[config.mk]
export PLATFORM = sky130hd
export DESIGN_NAME = oam_dma_controller
export DESIGN_NICKNAME = d
export VERILOG_FILES = /design/src/rtl/oam_dma_controller_pkg.sv /design/src/rtl/cpu_cycle_parity.sv /design/src/rtl/oam_dma_controller.sv
export SDC_FILE = /design/constraint.sdc
export NUM_CORES = 1
export LEC_CHECK = 0
export ABC_CLOCK_PERIOD_IN_PS = 2850
export BUFFER_PORTS_ARGS = -buffer_cell sky130_fd_sc_hd__buf_2
export CORE_MARGIN = 2
export CORE_UTILIZATION = 45
export DETAILED_ROUTE_END_ITERATION = 7
export PLACE_DENSITY = 0.74
export RECOVER_POWER = 25
export SYNTH_ARGS = -nofsm -noshare
export SYNTH_HDL_FRONTEND = slang
export SYNTH_HIERARCHICAL = 1
export SYNTH_SLANG_ARGS = --single-unit
[constraint.sdc]
create_clock -name clock -period 2.85 [get_ports clock]
set_clock_uncertainty 0.15 [all_clocks]
set_input_delay 0.7125 -clock clock [delete_from_list [all_inputs] [get_ports clock]]
set_output_delay 0.7125 -clock clock [all_outputs]
set_load 0.005 [all_outputs]
[src/rtl/oam_dma_controller_pkg.sv]
// Shared bus constants and DMA state encoding for the 2A03 sprite DMA.
package oam_dma_controller_pkg;

    localparam logic [15:0] DMA_REG_ADDR  = 16'h4014;
    localparam logic [15:0] OAM_DATA_ADDR = 16'h2004;
    localparam logic        RW_READ       = 1'b1;
    localparam logic        RW_WRITE      = 1'b0;

    typedef enum logic [2:0] {
        ST_IDLE  = 3'd0,
        ST_HALT  = 3'd1,
        ST_ALIGN = 3'd2,
        ST_READ  = 3'd3,
        ST_WRITE = 3'd4
    } dma_state_e;

    function automatic logic is_dma_trigger(
        input logic [15:0] addr,
        input logic        rw
    );
        return (addr == DMA_REG_ADDR) && (rw == RW_WRITE);
    endfunction

endpackage

[src/rtl/cpu_cycle_parity.sv]
// Even/odd CPU cycle tracker; 0 on the first cycle after reset release.
module cpu_cycle_parity (
    input  logic clock,
    input  logic nreset,
    output logic parity
);

    always_ff @(posedge clock or negedge nreset) begin
        if (!nreset) begin
            parity <= 1'b0;
        end else begin
            parity <= ~parity;
        end
    end

endmodule

[src/rtl/oam_dma_controller.sv]
// Sprite DMA sequencer and CPU bus arbiter ($4014 -> $2004 copy).
// Define OAM_DMA_ALIGN_EN to insert the odd-cycle ALIGN stall.
module oam_dma_controller
    import oam_dma_controller_pkg::*;
(
    input  logic        clock,
    input  logic        nreset,
    input  logic [15:0] cpu_addr,
    input  logic        cpu_rw,
    input  logic [7:0]  cpu_wdata,
    output logic        cpu_rdy,
    output logic [15:0] bus_addr,
    output logic        bus_rw,
    output logic [7:0]  bus_wdata,
    input  logic [7:0]  bus_rdata,
    output logic        dma_active
);

    dma_state_e state_q, state_d;
    logic [7:0] idx_q, idx_d;
    logic [7:0] page_q, page_d;
    logic [7:0] byte_q, byte_d;
    logic       align_req;

`ifdef OAM_DMA_ALIGN_EN
    logic parity;

    cpu_cycle_parity u_parity (
        .clock  (clock),
        .nreset (nreset),
        .parity (parity)
    );

    assign align_req = parity;
`else
    assign align_req = 1'b0;
`endif

    always_ff @(posedge clock or negedge nreset) begin
        if (!nreset) begin
            state_q <= ST_IDLE;
            idx_q   <= 8'h00;
            page_q  <= 8'h00;
            byte_q  <= 8'h00;
        end else begin
            state_q <= state_d;
            idx_q   <= idx_d;
            page_q  <= page_d;
            byte_q  <= byte_d;
        end
    end

    always_comb begin
        state_d   = state_q;
        idx_d     = idx_q;
        page_d    = page_q;
        byte_d    = byte_q;
        bus_addr  = cpu_addr;
        bus_rw    = cpu_rw;
        bus_wdata = cpu_wdata;
        unique case (state_q)
            ST_IDLE: begin
                if (is_dma_trigger(cpu_addr, cpu_rw)) begin
                    page_d  = cpu_wdata;
                    idx_d   = 8'h00;
                    state_d = ST_HALT;
                end
            end
            // Dummy cycles: CPU address stays on the bus, forced to read
            ST_HALT: begin
                bus_rw  = RW_READ;
                state_d = align_req ? ST_ALIGN : ST_READ;
            end
            ST_ALIGN: begin
                bus_rw  = RW_READ;
                state_d = ST_READ;
            end
            ST_READ: begin
                bus_addr = {page_q, idx_q};
                bus_rw   = RW_READ;
                byte_d   = bus_rdata;
                state_d  = ST_WRITE;
            end
            ST_WRITE: begin
                bus_addr  = OAM_DATA_ADDR;
                bus_rw    = RW_WRITE;
                bus_wdata = byte_q;
                if (idx_q == 8'hFF) begin
                    state_d = ST_IDLE;
                end else begin
                    idx_d   = idx_q + 8'h01;
                    state_d = ST_READ;
                end
            end
            default: begin
                state_d = ST_IDLE;
            end
        endcase
    end

    assign cpu_rdy    = (state_q == ST_IDLE);
    assign dma_active = ~cpu_rdy;

endmodule

* Yosys cells after proc, flatten, opt, wreduce, memory -nomap -nowiden *
Index checks and enable logic that the tools add are counted.

operators by class
  add/sub/neg operators = 1
  mux-type cells = 9
  eq/ne operators = 8
  bitwise operators = 2
  reductions and logical operators = 7

operators by type and width
  operator                                               number
  case mux 16 bit (2 select lines)                       1
  2-to-1 mux 8 bit                                       3
  equality test 16 x 15 -> 1 bit, second input constant  1
  case mux 8 bit (2 select lines)                        1
  case mux 3 bit (4 select lines)                        1
  adder 8 x 1 -> 8 bit, second input constant            1
  equality test 8 bit, second input constant             1
  equality test 3 x 2 -> 1 bit, second input constant    2
  equality test 3 x 1 -> 1 bit, second input constant    1
  equality test 3 bit, second input constant             1
  logical NOT 3 bit                                      1
  2-to-1 mux 3 bit                                       1
  AND reduction 3 bit                                    1
  OR reduction 3 bit                                     1
  2-to-1 mux 2 bit                                       1
  != test 2 x 1 -> 1 bit, second input constant          1
  != test 2 bit, second input constant                   1
  NOT 1 bit                                              2
  case mux 1 bit (2 select lines)                        1
  AND reduction 2 bit                                    1
  nonzero test 2 bit                                     1
  OR reduction 2 bit                                     1
  logical AND 1 bit                                      1

word-level totals
  input port bits = 35
  register bits after elaboration = 27

* Depth between registers and ports, before layout *
Gate-level depths: netlist of the first run.

  word-level depth = 4
  depth in mapped cells = 6
  gate-level depth less buffers = 5

* Worst setup path before layout of the first run *
OpenSTA, ideal clock, no wires.

  path type = flip-flop to output port
  from = register state_q[1]
  to = output port bus_addr[10]
  path buffers = 2
  arrival = 1291 ps
  setup slack = 696 ps
  cell stages (with the launch flop) = 7
  cell sequence = dfrtp_1 > buf_4 > nand2_1 > nor2_2 > nor2_1 > buf_2 > a22o_1

between the ends
  longest elaborated chain between the ends = 2

RTL lines
  element                                                              RTL line                  source
  from (decl)                                                          oam_dma_controller.sv:19  dma_state_e state_q, state_d;
  from (signal assigned)                                               oam_dma_controller.sv:46  state_q <= state_d;
  equality test 3 bit or equality test 3 x 2 -> 1 bit (tied branches)  oam_dma_controller.sv:61  unique case (state_q)
  case mux 16 bit (2 select lines) *                                   oam_dma_controller.sv:61
  to (decl)                                                            oam_dma_controller.sv:12  output logic [15:0] bus_addr,

Mark *: on every way between the ends. The rest lies on a longest branch, timed or not.

* Worst setup path in the final report of the first run *
  from = register state_q[0]
  to = output port bus_addr[0]

Same word-level chain as after synthesis.

==> results of run 1 <==
timing repair:
action,CTS,global route
pin swaps,0,0
setup endpoints to repair,14,15
resized for setup,1,1
setup buffers,0,0
sequential cells by signal, indices dropped and copies added, names as in the netlist:
register  count
state_q       3
idx_q         8
byte_q        8
page_q        8
path summary, 6_finish.rpt:
path / start / end / cells after the start
setup / recovery: state_q[0] / bus_addr[0] / 5
hold / removal: byte_q[3] / byte_q[3] / 1
setup reg to reg: state_q[0] / page_q[0] / 4
hold reg to reg: byte_q[3] / byte_q[3] / 1
max in group asynchronous: nreset / state_q[1] / 1
min in group asynchronous: nreset / byte_q[6] / 1
cell type report:
class	instances	area, µm²	share of cell area (%)
sequential	27	677	34.8
clock inverter	1	5.00	0.257
inverter	1	3.75	0.193
tap	46	57.6	2.96
clock buffer	3	22.5	1.16
timing repair buffer	63	319	16.4
multi-input combinational	122	862	44.3
logic make-up (layout without fill, tap and decap cells):
| family | count (synthesis) | after routing |
|---|---|---|
| simple gates | 70 | 70 |
| mux | 17 | 17 |
| buf+inv | 10 | 68 |
| flops | 27 | 27 |
| fa+ha+maj | 1 | 1 |
| compound gates | 32 | 32 |
| xor+xnor | 2 | 2 |
metal layers:
layer  vias to the layer above  track usage [%]  share of wire [%]
met5                         -                0                  0
met4                         0             7.07                1.0
met3                         6             3.35                7.7
met2                        57             31.3                 45
met1                       672             28.0                 46
li1                        695                -                  -
through the flow:
step           util, %  total power [W]  instances  setup WS (ns)  hold WS, ns
2_1_floorplan        -          0.00126        159          0.696        0.267
3_3_place_gp      56.6          0.00152        259          0.212        0.343
3_5_place_dp      56.6          0.00154        259          0.159        0.345
4_1_cts           57.4          0.00171        263         0.0837        0.222
5_1_grt           57.4          0.00185        263        -0.0483        0.406
6_report          57.4          0.00170        263          0.110        0.376
cell usage after synthesis, drive strengths merged:
cell,n
a21oi,1
a22o,14
a22oi,1
buf,8
clkbuf,1
dfrtp,27
ha,1
inv,1
mux2,16
mux2i,1
nand2,39
nand2b,2
nand3,6
nand3b,1
nand4,2
nor2,7
nor2b,2
nor3,2
nor3b,2
nor4,2
nor4b,2
o211ai,7
o21ai,7
o22ai,2
or3,2
or4,1
xnor2,2
critical path: stages, from the launching register on:
cell and delay [ns]:
dfrtp_1 0.50, nand2_1 0.13, nor2_2 0.05, nor2_2 0.53, a22o_1 0.22, buf_2 0.11
power by group through the flow:
stage / registers [W] / clock network, W / logic [W]
detailed placement: 0.000671 / 0 / 0.000864
finish: 0.000667 / 0.000167 / 0.000862
CTS: 0.000663 / 0.000178 / 0.000870
global route: 0.000691 / 0.000190 / 0.000969
floorplan: 0.000608 / 0 / 0.000649
global placement: 0.000667 / 0 / 0.000855
==> impl_metrics.json, run 1 <==
{
  "yosys_warnings": 6,
  "portBuffers": 61,
  "synth_top_area_cell": "dfrtp_1",
  "layout-drive-gt1-share_pct": 42.9,
  "die-area_um2": 4070,
  "hold_class": "flop to flop",
  "die_width_um": 63.8,
  "cts.htree.levels": 1,
  "synth-simple-area-share_pct": 24.0,
  "ios": 62,
  "final_common_cell": "buf_2",
  "cap_violations": 0,
  "p_per_area_nw_per_um2": 871,
  "totalNegativeSetupSlack_ns": 0,
  "hold_viol": 0,
  "synth-compound-area-share_pct": 14.6,
  "ant_nets": 0,
  "p_switching_w": 0.000700,
  "required_ns": 1.99,
  "grt_first_pass_wirelength_um": 6440,
  "syn_inst": 159,
  "ys_top_cells_by_area": "dfrtp_1, nand2_1, mux2_2",
  "synth_top_family_by_area": "simple AND/OR/NAND/NOR gates",
  "critPathCaptureType": "output port",
  "first_iter_violations": 46,
  "synth_fp_nets": 195,
  "status": "complete, no violations",
  "antenna_found_initial": 0,
  "setup_viol": 0,
  "fin_crit_sh_pct": 96.1,
  "grt_use_total_pct": 20.0,
  "cts_made_buffers": 3,
  "clock-sinks": 27,
  "drc": 0,
  "vdd_drop_max_mv": 0.390,
  "synth_adder_area_share_pct": 0.778,
  "seq_area_frac_synth_pct": 42.0,
  "critPathMaxFanout": 14,
  "slew_viol_final": 0,
  "num_rows": 21,
  "initial_core_util_pct": 47.5,
  "via_count": 1430,
  "worstSetupStartpointType": "flop",
  "root_buffer": "clkbuf_4",
  "rsz0062_at_grt": "true",
  "maxSlewHeadroom_pct": 3.11,
  "clk_latency_ns": 0.32,
  "gp_congestion": 0.805,
  "cts_hold_buf": 0,
  "die_h_um": 63.8,
  "grt_start_max_net_pins": 28,
  "syn_area_um2": 1610,
  "first_pass_iters": 4,
  "dp_hpwl_um": 2730,
  "wl_per_cell_um": 14.7,
  "arrival_ns": 1.88,
  "seqPwrFrac_pct": 39.3,
  "tightestPinTransition_ns": 1.45,
  "grt_pass1_vias": 1395,
  "max_freq_mhz": 365,
  "dpl_cell_area_um2": 1920,
  "clkTransAtPathRegs_ns": 0.15,
  "synth-xor-area-share_pct": 1.09,
  "power.share.switching_pct": 41.3,
  "post-route-cell-area_um2": 1950,
  "core_area_um2": 3390,
  "cts_tree": "built",
  "diodes": 0,
  "pwr-share-comb_pct": 50.8,
  "p_int_w": 0.000996,
  "fin_crit_ns": 2.74,
  "synth_top_cell_area_share_pct": 42.0,
  "synth.distinct_cells": 40,
  "clock_path_buffers": 2,
  "gr-total-overflow": 0,
  "rrSetupSlack_ns": 0.89,
  "area_delta_synth_final_pct": 21.0,
  "synth_seq_cells": 27,
  "power.share.clock_pct": 9.8,
  "critPathKind": "flop to output port",
  "final_nets": 254,
  "wl_um": 3850,
  "muxShareOfSynthArea_pct": 13.0,
  "postSynthAreaPerCell_um2": 10.1,
  "n_fill_cell": 312,
  "most-common-layout-cells": "buf_2, nand2_1, dfrtp_1",
  "via_per_inst": 5.44,
  "p_leak_nw": 0.960
}
No activity file was read; power rests on OpenSTA's default activity.
==> run 2: changes to the inputs <==
SETUP_SLACK_MARGIN = 0.15   (was default)
==> impl_metrics.json, run 2 (synthesis results as in run 1) <==
{
  "arrival_ns": 1.75,
  "ios": 62,
  "p_int_w": 0.00102,
  "post-place-ws_ns": 0.159,
  "cts_made_buffers": 3,
  "hold_start": "byte_q[3]",
  "critPathMaxFanout": 17,
  "drc": 0,
  "cts_tree": "built",
  "critPathKind": "flop to output port",
  "fin_crit_ns": 2.61,
  "p_per_area_nw_per_um2": 880,
  "cap_violations": 0,
  "power.share.switching_pct": 41.1,
  "num_rows": 21,
  "portBuffers": 61,
  "worstSetupStartpointType": "flop",
  "setup_slack_ns": 0.236,
  "grt_first_pass_wirelength_um": 6440,
  "antenna_found_initial": 0,
  "first_iter_violations": 35,
  "wl_per_cell_um": 14.6,
  "initial_core_util_pct": 47.5,
  "most-common-layout-cells": "buf_2, nand2_1, dfrtp_1",
  "root_buffer": "clkbuf_4",
  "slew_viol_final": 0,
  "via_per_inst": 5.42,
  "tightestPinTransition_ns": 1.42,
  "grt_use_total_pct": 20.0,
  "core_area_um2": 3390,
  "max_freq_mhz": 383,
  "top_regs": "byte_q (8), idx_q (8), page_q (8)",
  "clkTransAtPathRegs_ns": 0.15,
  "gr-total-overflow": 0,
  "clock_path_buffers": 2,
  "required_ns": 1.99,
  "power.share.clock_pct": 9.6,
  "p_switching_w": 0.000713,
  "status": "complete, no violations",
  "hold_class": "flop to flop",
  "diodes": 0,
  "final_nets": 254,
  "pwr-share-comb_pct": 51.7,
  "final_common_cell": "buf_2",
  "fin_crit_sh_pct": 91.7,
  "rsz0062_at_grt": "false",
  "post-route-cell-area_um2": 1970,
  "p_leak_nw": 0.965,
  "via_count": 1426,
  "dpl_cell_area_um2": 1920,
  "die_h_um": 63.8,
  "wl_um": 3850,
  "crit_path_start": "state_q[2]",
  "gp_congestion": 0.805,
  "layout-drive-gt1-share_pct": 43.3,
  "clk_latency_ns": 0.32,
  "clock-sinks": 27,
  "dp_hpwl_um": 2730,
  "reg2reg_from": "state_q[2]",
  "die-area_um2": 4070,
  "area_delta_synth_final_pct": 22.5,
  "totalNegativeSetupSlack_ns": 0,
  "cts.htree.levels": 1,
  "hold_viol": 0,
  "seqPwrFrac_pct": 38.7,
  "maxSlewHeadroom_pct": 5.10,
  "first_pass_iters": 4,
  "die_width_um": 63.8,
  "grt_pass1_vias": 1395,
  "ant_nets": 0,
  "vdd_drop_max_mv": 0.390,
  "grt_start_max_net_pins": 28,
  "holdWs_ns": 0.376,
  "setup_viol": 0,
  "critPathCaptureType": "output port"
}
run 2: layout make-up:
class / instances / area [µm²]
multi-input cells: 122 / 872
inverters: 1 / 3.75
clock buffers: 3 / 22.5
clock inverters: 1 / 5.00
repair buffers: 63 / 332
flip-flops and latches: 27 / 678
well taps: 46 / 57.6
fillers: 310 / 1420
run 2: power by group through the flow:
| stage | clock network [W] | logic [W] | registers (W) |
|---|---|---|---|
| after floorplan | 0 | 0.000649 | 0.000608 |
| after global placement | 0 | 0.000855 | 0.000667 |
| after detailed placement | 0 | 0.000864 | 0.000671 |
| after CTS | 0.000178 | 0.000870 | 0.000663 |
| after global routing | 0.000190 | 0.00100 | 0.000695 |
| final | 0.000167 | 0.000896 | 0.000671 |
run 2: per-layer routing:
layer,part of all wire [%],GRT usage [%],vias up,wire [µm]
met5,0,0,-,0
met4,1.0,7.07,0,40
met3,6.7,3.35,6,258
met2,45,31.3,49,1740
met1,47,28.0,676,1810
li1,-,-,695,-
run 2: path summary, 6_finish.rpt:
| path | endpoint | slack, ns | cells after the start |
|---|---|---|---|
| max in group asynchronous | state_q[0] | 1.08 | 1 |
| worst max-delay path | bus_addr[13] | 0.24 | 5 |
| worst min register to register | byte_q[3] | 0.38 | 1 |
| worst max register to register | page_q[0] | 0.86 | 4 |
| min in group asynchronous | byte_q[6] | 0.54 | 1 |
| worst min-delay path | byte_q[3] | 0.38 | 1 |
run 2: repair_timing:
action                                  in CTS  in global routing
gates resized for setup                      1                  7
setup buffers                                0                  0
pin swaps                                    0                  0
hold buffers                                 0                  0
endpoints found under the setup margin      15                 16
run 2: stage by stage:
stage,utilization (%),cells,total power (W)
after floorplan,-,159,0.00126
after global placement,56.6,259,0.00152
after detailed placement,56.6,259,0.00154
after CTS,57.4,263,0.00171
after global routing,58.1,263,0.00189
final,58.1,263,0.00173
run 2: critical path, stage by stage, from the launching register on:
cell and delay, ns:
dfrtp_1 0.52, nor3b_4 0.30, buf_4 0.28, nor2_1 0.06
o21ai_0 0.13, buf_2 0.14
